--- config.mk ---
export PLATFORM = sky130hd
export DESIGN_NAME = fifo_enq_packer_flat
export DESIGN_NICKNAME = d
export VERILOG_FILES = /design/src/rtl/fifo_enq_packer_if.sv /design/src/rtl/fifo_enq_packer.sv /design/src/flat_wrapper.sv
export SDC_FILE = /design/constraint.sdc
export NUM_CORES = 1
export LEC_CHECK = 0
export CAP_MARGIN = 30
export CORE_ASPECT_RATIO = 0.75
export CORE_MARGIN = 2
export CORE_UTILIZATION = 26
export DETAILED_ROUTE_END_ITERATION = 8
export GPL_TIMING_DRIVEN = 0
export HOLD_SLACK_MARGIN = 0.06
export PLACE_DENSITY = 0.49
export SYNTH_ARGS = -nofsm -noshare
export SYNTH_HDL_FRONTEND = slang
export SYNTH_SLANG_ARGS = --single-unit
--- constraint.sdc ---
create_clock -name i_clk -period 6.1 [get_ports i_clk]
set_clock_uncertainty 0.1 [all_clocks]
set_input_delay 1.22 -clock i_clk [delete_from_list [all_inputs] [get_ports i_clk]]
set_output_delay 1.22 -clock i_clk [all_outputs]
set_load 0.005 [all_outputs]
--- src/rtl/fifo_enq_packer_if.sv ---
// Packet-in / FIFO-write-out bundle for fifo_enq_packer.
// master: the packer itself; slave: the producer and FIFO side.
interface fifo_enq_packer_if #(
  parameter int unsigned WIDTH  = 32,
  parameter int unsigned IN_CNT = 4,
  parameter int unsigned W_CNT  = 2
);
  logic                    i_pkt_valid;
  logic [IN_CNT-1:0]       i_pkt_mask;
  logic [WIDTH-1:0]        i_pkt_data [0:IN_CNT-1];
  logic                    o_pkt_ready;
  logic [W_CNT-1:0]        o_w_e;
  logic [WIDTH-1:0]        o_w_data   [0:W_CNT-1];
  logic [W_CNT-1:0]        i_w_ack;
  logic                    i_flush;
  logic                    o_busy;

  modport master (
    input  i_pkt_valid, i_pkt_mask, i_pkt_data, i_w_ack, i_flush,
    output o_pkt_ready, o_w_e, o_w_data, o_busy
  );

  modport slave (
    output i_pkt_valid, i_pkt_mask, i_pkt_data, i_w_ack, i_flush,
    input  o_pkt_ready, o_w_e, o_w_data, o_busy
  );
endinterface

--- src/rtl/fifo_enq_packer.sv ---
// Compacts one sparse packet and streams its valid entries, in slot order,
// into the write lanes of a banked FIFO, retrying unacknowledged lanes.
module fifo_enq_packer #(
  parameter int unsigned WIDTH  = 32,
  parameter int unsigned IN_CNT = 4,
  parameter int unsigned W_CNT  = 2
) (
  input logic               i_clk,
  input logic               i_rst_n,
  fifo_enq_packer_if.master bus
);

  localparam int unsigned PCW = $clog2(IN_CNT + 1);
  localparam int unsigned AW  = $clog2(W_CNT + 1);
  localparam int unsigned SW  = (IN_CNT > 1) ? $clog2(IN_CNT) : 1;

  localparam logic [0:0] ST_IDLE = 1'b0;
  localparam logic [0:0] ST_SEND = 1'b1;

  logic [0:0]        state;
  logic [IN_CNT-1:0] pend_mask;
  logic [WIDTH-1:0]  pkt_data [0:IN_CNT-1];

  logic [SW-1:0]     lane_slot [0:W_CNT-1];
  logic [W_CNT-1:0]  lane_vld;
  logic [W_CNT-1:0]  w_e_int;
  logic [PCW-1:0]    pend_cnt;
  logic [AW-1:0]     ack_cnt;
  logic [IN_CNT-1:0] clr_mask;
  logic              send;
  logic              done;
  logic              accept;

  assign send = (state == ST_SEND);

  // Lane k takes the k-th lowest pending slot; pend_cnt counts all pending slots.
  always_comb begin
    int unsigned cnt;
    cnt      = 0;
    lane_vld = '0;
    for (int unsigned k = 0; k < W_CNT; k++) lane_slot[k] = '0;
    for (int unsigned i = 0; i < IN_CNT; i++) begin
      if (pend_mask[i]) begin
        if (cnt < W_CNT) begin
          lane_slot[cnt] = SW'(i);
          lane_vld[cnt]  = 1'b1;
        end
        cnt++;
      end
    end
    pend_cnt = PCW'(cnt);
  end

  assign w_e_int = send ? lane_vld : '0;

  // Only the unbroken run of acks from lane 0 retires entries.
  always_comb begin
    int unsigned acnt;
    logic        run;
    acnt     = 0;
    run      = 1'b1;
    clr_mask = '0;
    for (int unsigned k = 0; k < W_CNT; k++) begin
      if (run && w_e_int[k] && bus.i_w_ack[k]) begin
        acnt++;
        clr_mask[lane_slot[k]] = 1'b1;
      end else begin
        run = 1'b0;
      end
    end
    ack_cnt = AW'(acnt);
  end

  assign done            = send && (PCW'(ack_cnt) == pend_cnt);
  assign bus.o_pkt_ready = i_rst_n & ~bus.i_flush & (~send | done);
  assign accept          = bus.i_pkt_valid & bus.o_pkt_ready;
  assign bus.o_busy      = i_rst_n & send;

  always_comb begin
    for (int unsigned k = 0; k < W_CNT; k++) begin
      bus.o_w_e[k]    = i_rst_n & w_e_int[k];
      bus.o_w_data[k] = (i_rst_n && w_e_int[k]) ? pkt_data[lane_slot[k]] : '0;
    end
  end

  always_ff @(posedge i_clk) begin
    if (!i_rst_n) begin
      state     <= ST_IDLE;
      pend_mask <= '0;
      for (int unsigned i = 0; i < IN_CNT; i++) pkt_data[i] <= '0;
    end else if (bus.i_flush) begin
      state     <= ST_IDLE;
      pend_mask <= '0;
    end else if (accept) begin
      if (|bus.i_pkt_mask) begin
        state     <= ST_SEND;
        pend_mask <= bus.i_pkt_mask;
        for (int unsigned i = 0; i < IN_CNT; i++) pkt_data[i] <= bus.i_pkt_data[i];
      end else begin
        state     <= ST_IDLE;
        pend_mask <= '0;
      end
    end else if (send) begin
      pend_mask <= pend_mask & ~clr_mask;
      if (done) state <= ST_IDLE;
    end
  end

endmodule

--- src/flat_wrapper.sv ---
// flat-port wrapper written by rule: the top's interface ports become plain ports
module fifo_enq_packer_flat 
#(
  parameter int unsigned WIDTH  = 32,
  parameter int unsigned IN_CNT = 4,
  parameter int unsigned W_CNT  = 2
)
  (i_clk, i_rst_n, bus_i_pkt_valid, bus_i_pkt_mask, bus_i_pkt_data, bus_i_w_ack, bus_i_flush, bus_o_pkt_ready, bus_o_w_e, bus_o_w_data, bus_o_busy);
  fifo_enq_packer_if #(.WIDTH(WIDTH), .IN_CNT(IN_CNT), .W_CNT(W_CNT)) bus_i ();
  input logic i_clk;
  input logic i_rst_n;
  input wire logic [$bits(bus_i.i_pkt_valid)-1:0] bus_i_pkt_valid;
  input wire logic [$bits(bus_i.i_pkt_mask)-1:0] bus_i_pkt_mask;
  input wire logic [$bits(bus_i.i_pkt_data)-1:0] bus_i_pkt_data;
  input wire logic [$bits(bus_i.i_w_ack)-1:0] bus_i_w_ack;
  input wire logic [$bits(bus_i.i_flush)-1:0] bus_i_flush;
  output wire logic [$bits(bus_i.o_pkt_ready)-1:0] bus_o_pkt_ready;
  output wire logic [$bits(bus_i.o_w_e)-1:0] bus_o_w_e;
  output wire logic [$bits(bus_i.o_w_data)-1:0] bus_o_w_data;
  output wire logic [$bits(bus_i.o_busy)-1:0] bus_o_busy;
  assign bus_i.i_pkt_valid = bus_i_pkt_valid;
  assign bus_i.i_pkt_mask = bus_i_pkt_mask;
  assign bus_i.i_pkt_data = {>>{bus_i_pkt_data}};
  assign bus_i.i_w_ack = bus_i_w_ack;
  assign bus_i.i_flush = bus_i_flush;
  assign bus_o_pkt_ready = bus_i.o_pkt_ready;
  assign bus_o_w_e = bus_i.o_w_e;
  assign bus_o_w_data = {>>{bus_i.o_w_data}};
  assign bus_o_busy = bus_i.o_busy;
  fifo_enq_packer #(.WIDTH(WIDTH), .IN_CNT(IN_CNT), .W_CNT(W_CNT)) u_core (.i_clk(i_clk), .i_rst_n(i_rst_n), .bus(bus_i));
endmodule
==> results of run 1 <==
power groups by stage:
stage / Clock (mW) / Combinational [mW] / Sequential [mW]
floorplan: 0 / 0.133 / 1.09
global placement: 0 / 0.270 / 1.10
detailed placement: 0 / 0.276 / 1.10
CTS: 1.11 / 0.278 / 1.08
global route: 1.15 / 0.295 / 1.08
finish: 1.09 / 0.273 / 1.08
layer usage:
layer	share of wire [%]	global-route usage, %	routed length (um)
met2	44	25.65	10670
met3	6.1	4.014	1477
met5	0.078	0	19
met4	1.4	5.301	345
met1	48	23.69	11700
stage by stage:
step / setup TNS [ps] / total power, mW / cell area [um2] / hold WS (ps)
3_3_place_gp: -145790 / 1.373 / 9752 / 620.4
4_1_cts: 0 / 2.470 / 10430 / 636.2
2_1_floorplan: 0 / 1.225 / 7261 / 538.8
3_5_place_dp: 0 / 1.373 / 9812 / 621.0
5_1_grt: 0 / 2.528 / 10430 / 680.1
6_report: 0 / 2.445 / 10430 / 644.7
area by class of cell:
type / instances / area (um2) / share of cell area (%)
timing repair buffer: 207 / 2107 / 20.21
tap: 351 / 439.2 / 4.213
clock inverter: 13 / 183.9 / 1.764
inverter: 7 / 26.28 / 0.2520
buffer: 43 / 209.0 / 2.004
clock buffer: 18 / 429.2 / 4.117
multi-input combinational: 392 / 3087 / 29.61
sequential: 133 / 3944 / 37.83
worst min path at each step:
stage / from / to / slack [ps] / cells past startpoint
3_3_place_gp: u_core.send / u_core.send / 620 / 3
6_report: u_core.send / u_core.send / 640 / 3
2_1_floorplan: u_core.send / u_core.send / 540 / 3
4_1_cts: u_core.send / u_core.send / 640 / 3
5_1_grt: u_core.send / u_core.send / 680 / 3
3_5_place_dp: u_core.send / u_core.send / 620 / 3
flip-flops by register name, summed over array words and instances (netlist names):
name              flops
u_core.pend_mask      4
u_core.send           1
u_core.pkt_data     128
logic make-up (layout without fill, tap and decap cells):
| logic type | count (synthesis) | after routing | synth area share, % |
|---|---|---|---|
| compound gates | 56 | 56 | 5.016 |
| xor+xnor | 3 | 3 | 0.3621 |
| fa+ha+maj | 10 | 10 | 1.827 |
| buf+inv | 50 | 288 | 3.241 |
| flops | 133 | 133 | 54.34 |
| mux | 64 | 64 | 14.89 |
| simple gates | 259 | 259 | 20.32 |
critical path, stage by stage, from the launching register on:
cell,delay [ps]
dfxtp_1,470
fa_1,590
nor3b_1,350
nor2_1,120
nor4b_2,460
ha_1,320
xor2_1,160
nor3_1,150
nand3_1,210
a21oi_1,190
clkdlybuf4s50_1,520
synthesized netlist by cell type, drive strengths merged:
master    n
and2    129
edfxtp  128
nor2     38
nor2b    33
nor3     33
mux2     32
mux4     32
o22ai    32
clkbuf   29
buf      14
ha        9
a21oi     7
inv       7
nand2     7
o21ai     7
dfxtp     5
a32o      4
nand2b    4
nand3     4
or2       3
or3       2
xor2      2
a211oi    1
a21bo     1
a221oi    1
a31oi     1
and3      1
and3b     1
fa        1
nand3b    1
nand4     1
nor3b     1
nor4b     1
o21a      1
o41ai     1
xnor2     1
==> impl_metrics.py, run 1 <==
metrics = {
    "cts": {
        "htree_levels": 4,
        "numCtsBuffers": 17,
        "cts_tree": "built",
        "post_cts_resized": 0,
        "clk_latency_ps": 430,
        "clockRootBuffer": "clkbuf_16",
        "postCtsSetupRepairBufs": 0,
        "cts_num_sinks": 133,
        "clk_path_buf_depth": 2,
        "hold_buffers": 0,
        "clk_pin_slew_ps": 60,
    },
    "die": {
        "num_io_pins": 206,
        "core_um2": 27200,
        "initial_core_util_pct": 26.69,
        "die_w_um": 196.9,
        "die_h_um": 148.7,
        "rows": 52,
        "dieArea_um2": 29280,
    },
    "critical_path": {
        "cp-start-kind": "flip-flop",
        "critPathMaxFanout": 7,
        "cp-end-kind": "output port",
        "arrival_ps": 3970,
        "critical_path.endpoint": "bus_o_pkt_ready",
        "r2r-start": "u_core.pend_mask[1]",
        "r2r_slack_ps": 1070,
        "critical_path.startpoint": "u_core.pend_mask[1]",
        "worst_ep_required_time_ps": 4780,
        "reg2reg_depth": 12,
        "path_class": "reg -> out",
        "r2r_end": "u_core.pkt_data[1][10]",
    },
    "logic_synthesis": {
        "synth_fp_nets": 723,
        "avgSynthCellArea_um2": 12.62,
        "synth_area_leaders": "edfxtp_1 53%, and2_1 11%, mux4_2 9.9%",
        "yosysTopAreaCellShare_pct": 52.96,
        "syn_area_um2": 7258,
        "yosysUniqueCellTypes": 41,
        "synth_cells": 575,
        "synth_seq_cells": 133,
        "yosys.area.top_type": "edfxtp_1",
        "yosysWarnings": 0,
        "yosysSeqAreaShare_pct": 54.34,
    },
    "final_layout": {
        "layout_common_cells": "205 x clkdlybuf4s50_1, 129 x and2_1, 128 x edfxtp_1",
        "final_core_util_pct": 38.33,
        "layout_commonest_cell": "clkdlybuf4s50_1",
        "fillCellCount": 2674,
        "fin_nets": 949,
        "instances_no_fill": 1164,
        "drive_gt1_share_pct": 15.25,
        "num_antenna_cells": 0,
        "area_growth_pct": 43.63,
    },
    "run": {
        "drv_cap": 0,
    },
    "placed_design": {
        "globalplace.congestion": 0.8181,
        "dp_cells": 1133,
        "portBuffers": 205,
        "place_ws_ps": 740.6,
        "place_hpwl_um": 17160,
    },
    "power_and_ir_drop": {
        "ir_drop_mv": 0.1793,
        "sw_frac_of_total_pct": 22.38,
        "p_comb_share_pct": 11.2,
        "seq_power_share_pct": 44.1,
        "p_int_mw": 1.898,
        "p_leak_nw": 3.814,
        "p_sw_mw": 0.5472,
        "clkPwrFrac_pct": 44.7,
        "power.density_nw_per_um2": 234.6,
    },
    "detailed_routing": {
        "drc": 0,
        "vias_per_cell": 4.642,
        "vias": 5403,
        "wire_per_inst_um": 20.80,
        "drtIter0Drc": 255,
        "drt-pass1-iter-count": 5,
        "ant_nets": 0,
        "totalWireLength_um": 24210,
    },
    "timing": {
        "period_share_pct": 86.78,
        "fmax_mhz": 188.9,
        "relSlewSlack_pct": 30.61,
        "min_period_ps": 5294,
        "worst_slew_pin_slew_ps": 1030,
        "rsz0062_at_grt": "no",
        "finalMaxSlewViolations": 0,
        "fin_ws_ps": 806.3,
        "finalHoldViolCount": 0,
        "setup_viol": 0,
    },
    "grt": {
        "grt_antenna_before_repair": 2,
        "grt_pass1_wl_um": 35390,
        "grt_overflow": 0,
        "grt_pass1_vias": 5618,
        "grt_usage_pct": 16.84,
        "grt_max_degree": 53,
    },
    "worst_hold_path": {
        "hold_class": "reg -> reg",
    },
    "run_status": {
        "status": "finished, final reports clean",
    },
}
No activity file was read; power rests on OpenSTA's default activity.
==> run 2, diff against run 1 <==
Settings changed: TNS_END_PERCENT set to 5.
==> results of run 2 <==
The final DEF is identical to that of run 1; final timing and power are the same.
==> RTL edit (config.mk and constraints of run 1) <==
`WIDTH` is set to 32 in 3 places; all go to 64.
--- a/src/rtl/fifo_enq_packer_if.sv
+++ b/src/rtl/fifo_enq_packer_if.sv
@@ -1,7 +1,7 @@
 // Packet-in / FIFO-write-out bundle for fifo_enq_packer.
 // master: the packer itself; slave: the producer and FIFO side.
 interface fifo_enq_packer_if #(
-  parameter int unsigned WIDTH  = 32,
+  parameter int unsigned WIDTH  = 64,
   parameter int unsigned IN_CNT = 4,
   parameter int unsigned W_CNT  = 2
 );
--- a/src/rtl/fifo_enq_packer.sv
+++ b/src/rtl/fifo_enq_packer.sv
@@ -1,7 +1,7 @@
 // Compacts one sparse packet and streams its valid entries, in slot order,
 // into the write lanes of a banked FIFO, retrying unacknowledged lanes.
 module fifo_enq_packer #(
-  parameter int unsigned WIDTH  = 32,
+  parameter int unsigned WIDTH  = 64,
   parameter int unsigned IN_CNT = 4,
   parameter int unsigned W_CNT  = 2
 ) (
--- a/src/flat_wrapper.sv
+++ b/src/flat_wrapper.sv
@@ -1,7 +1,7 @@
 // flat-port wrapper written by rule: the top's interface ports become plain ports
 module fifo_enq_packer_flat 
 #(
-  parameter int unsigned WIDTH  = 32,
+  parameter int unsigned WIDTH  = 64,
   parameter int unsigned IN_CNT = 4,
   parameter int unsigned W_CNT  = 2
 )
Interface: changed (resized bus_i_pkt_data and bus_o_w_data); port bits go from 206 to 398. No check against the original RTL was run, so the function may have changed too.
==> RTL edit against run 1 <==
  * Wire length up 130%
  * Sequential cell count up 128
  * Design area up 85%
  * Utilization about the same
  * Die area up 80%
  * Total power up 92%
  * Setup slack worse by 0.61 ns
  * Critical path type unchanged
  * Area after synthesis up 83%
  * Combinational power up 89%
==> RTL edit: results (changes against run 1) <==
Power
  – Maximum VDD drop: 177 µV (-1.0%)
  – Switching Power: 1.09 mW (+99%)
  – Leakage power: 6.72 nW (+76%)
  – Clock network power: 2.01 mW (+84%)
  – Combinational share of power: 11.0% (-0.2 points)

Synth
  – Synth Area in Compound Gates: 14.7% (+9.6 points)
  – Fraction of synthesized area in multiplexers: 5.86% (-9.0 points)
  – Post-synthesis sequential area ratio: 58.7% (+4.4 points)
  – Post-synth top cells: 259 x and2_1, 256 x edfxtp_1, 193 x o22ai_1, 69 x mux2_2
  – EDFF count, synth: 256 (+100%)
  – Post-synth top flop: edfxtp_1
  – Adder-cell share of the synthesized area: 0.906% (-0.92 points)
  – Largest cells by area after synthesis: edfxtp_1 58%, and2_1 12%, o22ai_1 9.1%, mux2_2 5.9%, a21oi_1 2.5%
  – Yosys warning count: 0 (unchanged)
  – Synth cell types: 35 (-15%)
  – Mapped Nets: 1420 (+96%)
  – Xor/xnor share of the synthesized area: 0.264% (-0.098 points)
  – Post-synth ARST share: 0% (unchanged)

Worst setup path
  – Critical R2R Launch: u_core.pend_mask[2]$_SDFFE_PP0P_
  – Worst Setup Path Type: register to output port
  – Critical Path AT: 4.59 ns (+0.62 ns)
  – Maximum fanout along the worst path: 10 (+3)

Placed design
  – GPL Wtd Cong: 0.858 (+4.9%)
  – Port buffer count: 397 (+94%)
  – Dpl hpwl: 39500 µm (+130%)
  – DP Worst Slack: 0.362 ns (-0.378 ns)

Drt
  – Initial DRC count: 1178 (+360%)
  – First-pass detailed-route iteration total: 5 (unchanged)
  – Met1 wire length: 24300 µm (+110%)
  – Vias: 11441 (+110%)
  – Met2 WL: 25500 µm (+140%)
  – DR WL met3: 4510 µm (+210%)
  – Top Metal Used: met5
  – Drt total wl: 55500 µm (+130%)

Global route
  – Initial antenna violation count: 7 (+5)
  – GRT Total Usage: 20.3% (+3.5 points)
  – GR Util met1: 27.3% (+3.6 points)
  – Number of global-route vias before repair: 11768 (+110%)
  – First-pass GRT wire length: 79300 µm (+120%)
  – Grt met3 use: 5.00% (+0.99 points)
  – Met2 usage: 32.9% (+7.2 points)
  – Largest net degree at the start of global routing: 68 (+28%)

Clock tree
  – H-tree levels: 1 (-3)
  – Resized cells post-CTS: 3 (+3)
  – Latest clock arrival within the worst-skew pair: 0.57 ns (+0.14 ns)
  – Root Buffer: clkbuf_16
  – Clock Tree Buf Depth: 3 (+1)
  – Worst-path clk slew: 0.06 ns (about the same)
  – CTS buffer count: 30 (+13)
  – Setup Fix Bufs, Post-CTS: 0 (unchanged)

Hold path
  – Hold path start: u_core.send$_SDFF_PP0_
  – Min-delay worst type: register to register

Outcome
  – Status: completed

Finish
  – Layout cell share with drive strength beyond 1: 9.93% (-5.3 points)
  – Biggest register: u_core.pkt_data
  – Max reg flops: 256 (+100%)
  – Final Net Count: 1853 (+95%)
  – Filler Cell Count: 4917 (+84%)

Timing
  – Worst-Margin Slew: 1.08 ns (+0.0508 ns)
## RTL edit: cell types whose count changed in the layout (fill, tap and decap cells not counted), sizes merged, moves of 37 or more
cell           change
a21oi             +59
and2             +130
clkbuf            +63
clkdlybuf4s50    +192
edfxtp           +128
mux2              +37
o21ai             +59
o22ai            +161
## RTL edit: worst max-delay path, stage by stage (launching register included)
cell	delay, ns
dfxtp_1	0.30
buf_2	0.18
inv_1	0.11
fa_1	0.53
nand3b_1	0.29
nand3_1	0.17
clkbuf_1	0.73
buf_1	0.61
o22ai_1	0.15
nor3_1	0.34
clkdlybuf4s50_1	0.58
## RTL edit: layout make-up
class                           instances  area [µm²]  area share (%)
Antenna cell                            6        15.0          0.0779
Buffer                                107         480            2.49
Clock buffer                           35         791            4.10
Clock inverter                         20         282            1.46
Inverter                                7        26.3           0.136
Multi-Input combinational cell        770        4990            25.9
Sequential cell                       261        7790            40.4
Tap cell                              657         822            4.26
Timing Repair Buffer                  401        4080            21.2
## RTL edit: through the flow
step	std cells	hold slack (ns)	cell area (µm²)	power, mW	setup TNS, ns
global placement	2199	0.560	18100	2.71	-242.55
finish	2264	0.560	19300	4.69	0
global route	2260	0.646	19300	4.84	0
detailed placement	2203	0.558	18200	2.71	0
floorplan	1145	0.513	13300	2.41	0
CTS	2258	0.568	19200	4.73	0
## RTL edit: path summary, 6_finish.rpt
path | cells past startpoint | slack, ns | to
worst min-delay path | 3 | 0.56 | u_core.send$_SDFF_PP0_
worst max register to register | 16 | 0.69 | u_core.pkt_data[3][31]$_SDFFCE_PN0P_
worst max-delay path | 10 | 0.19 | bus_o_w_data[13]
worst min register to register | 3 | 0.56 | u_core.send$_SDFF_PP0_
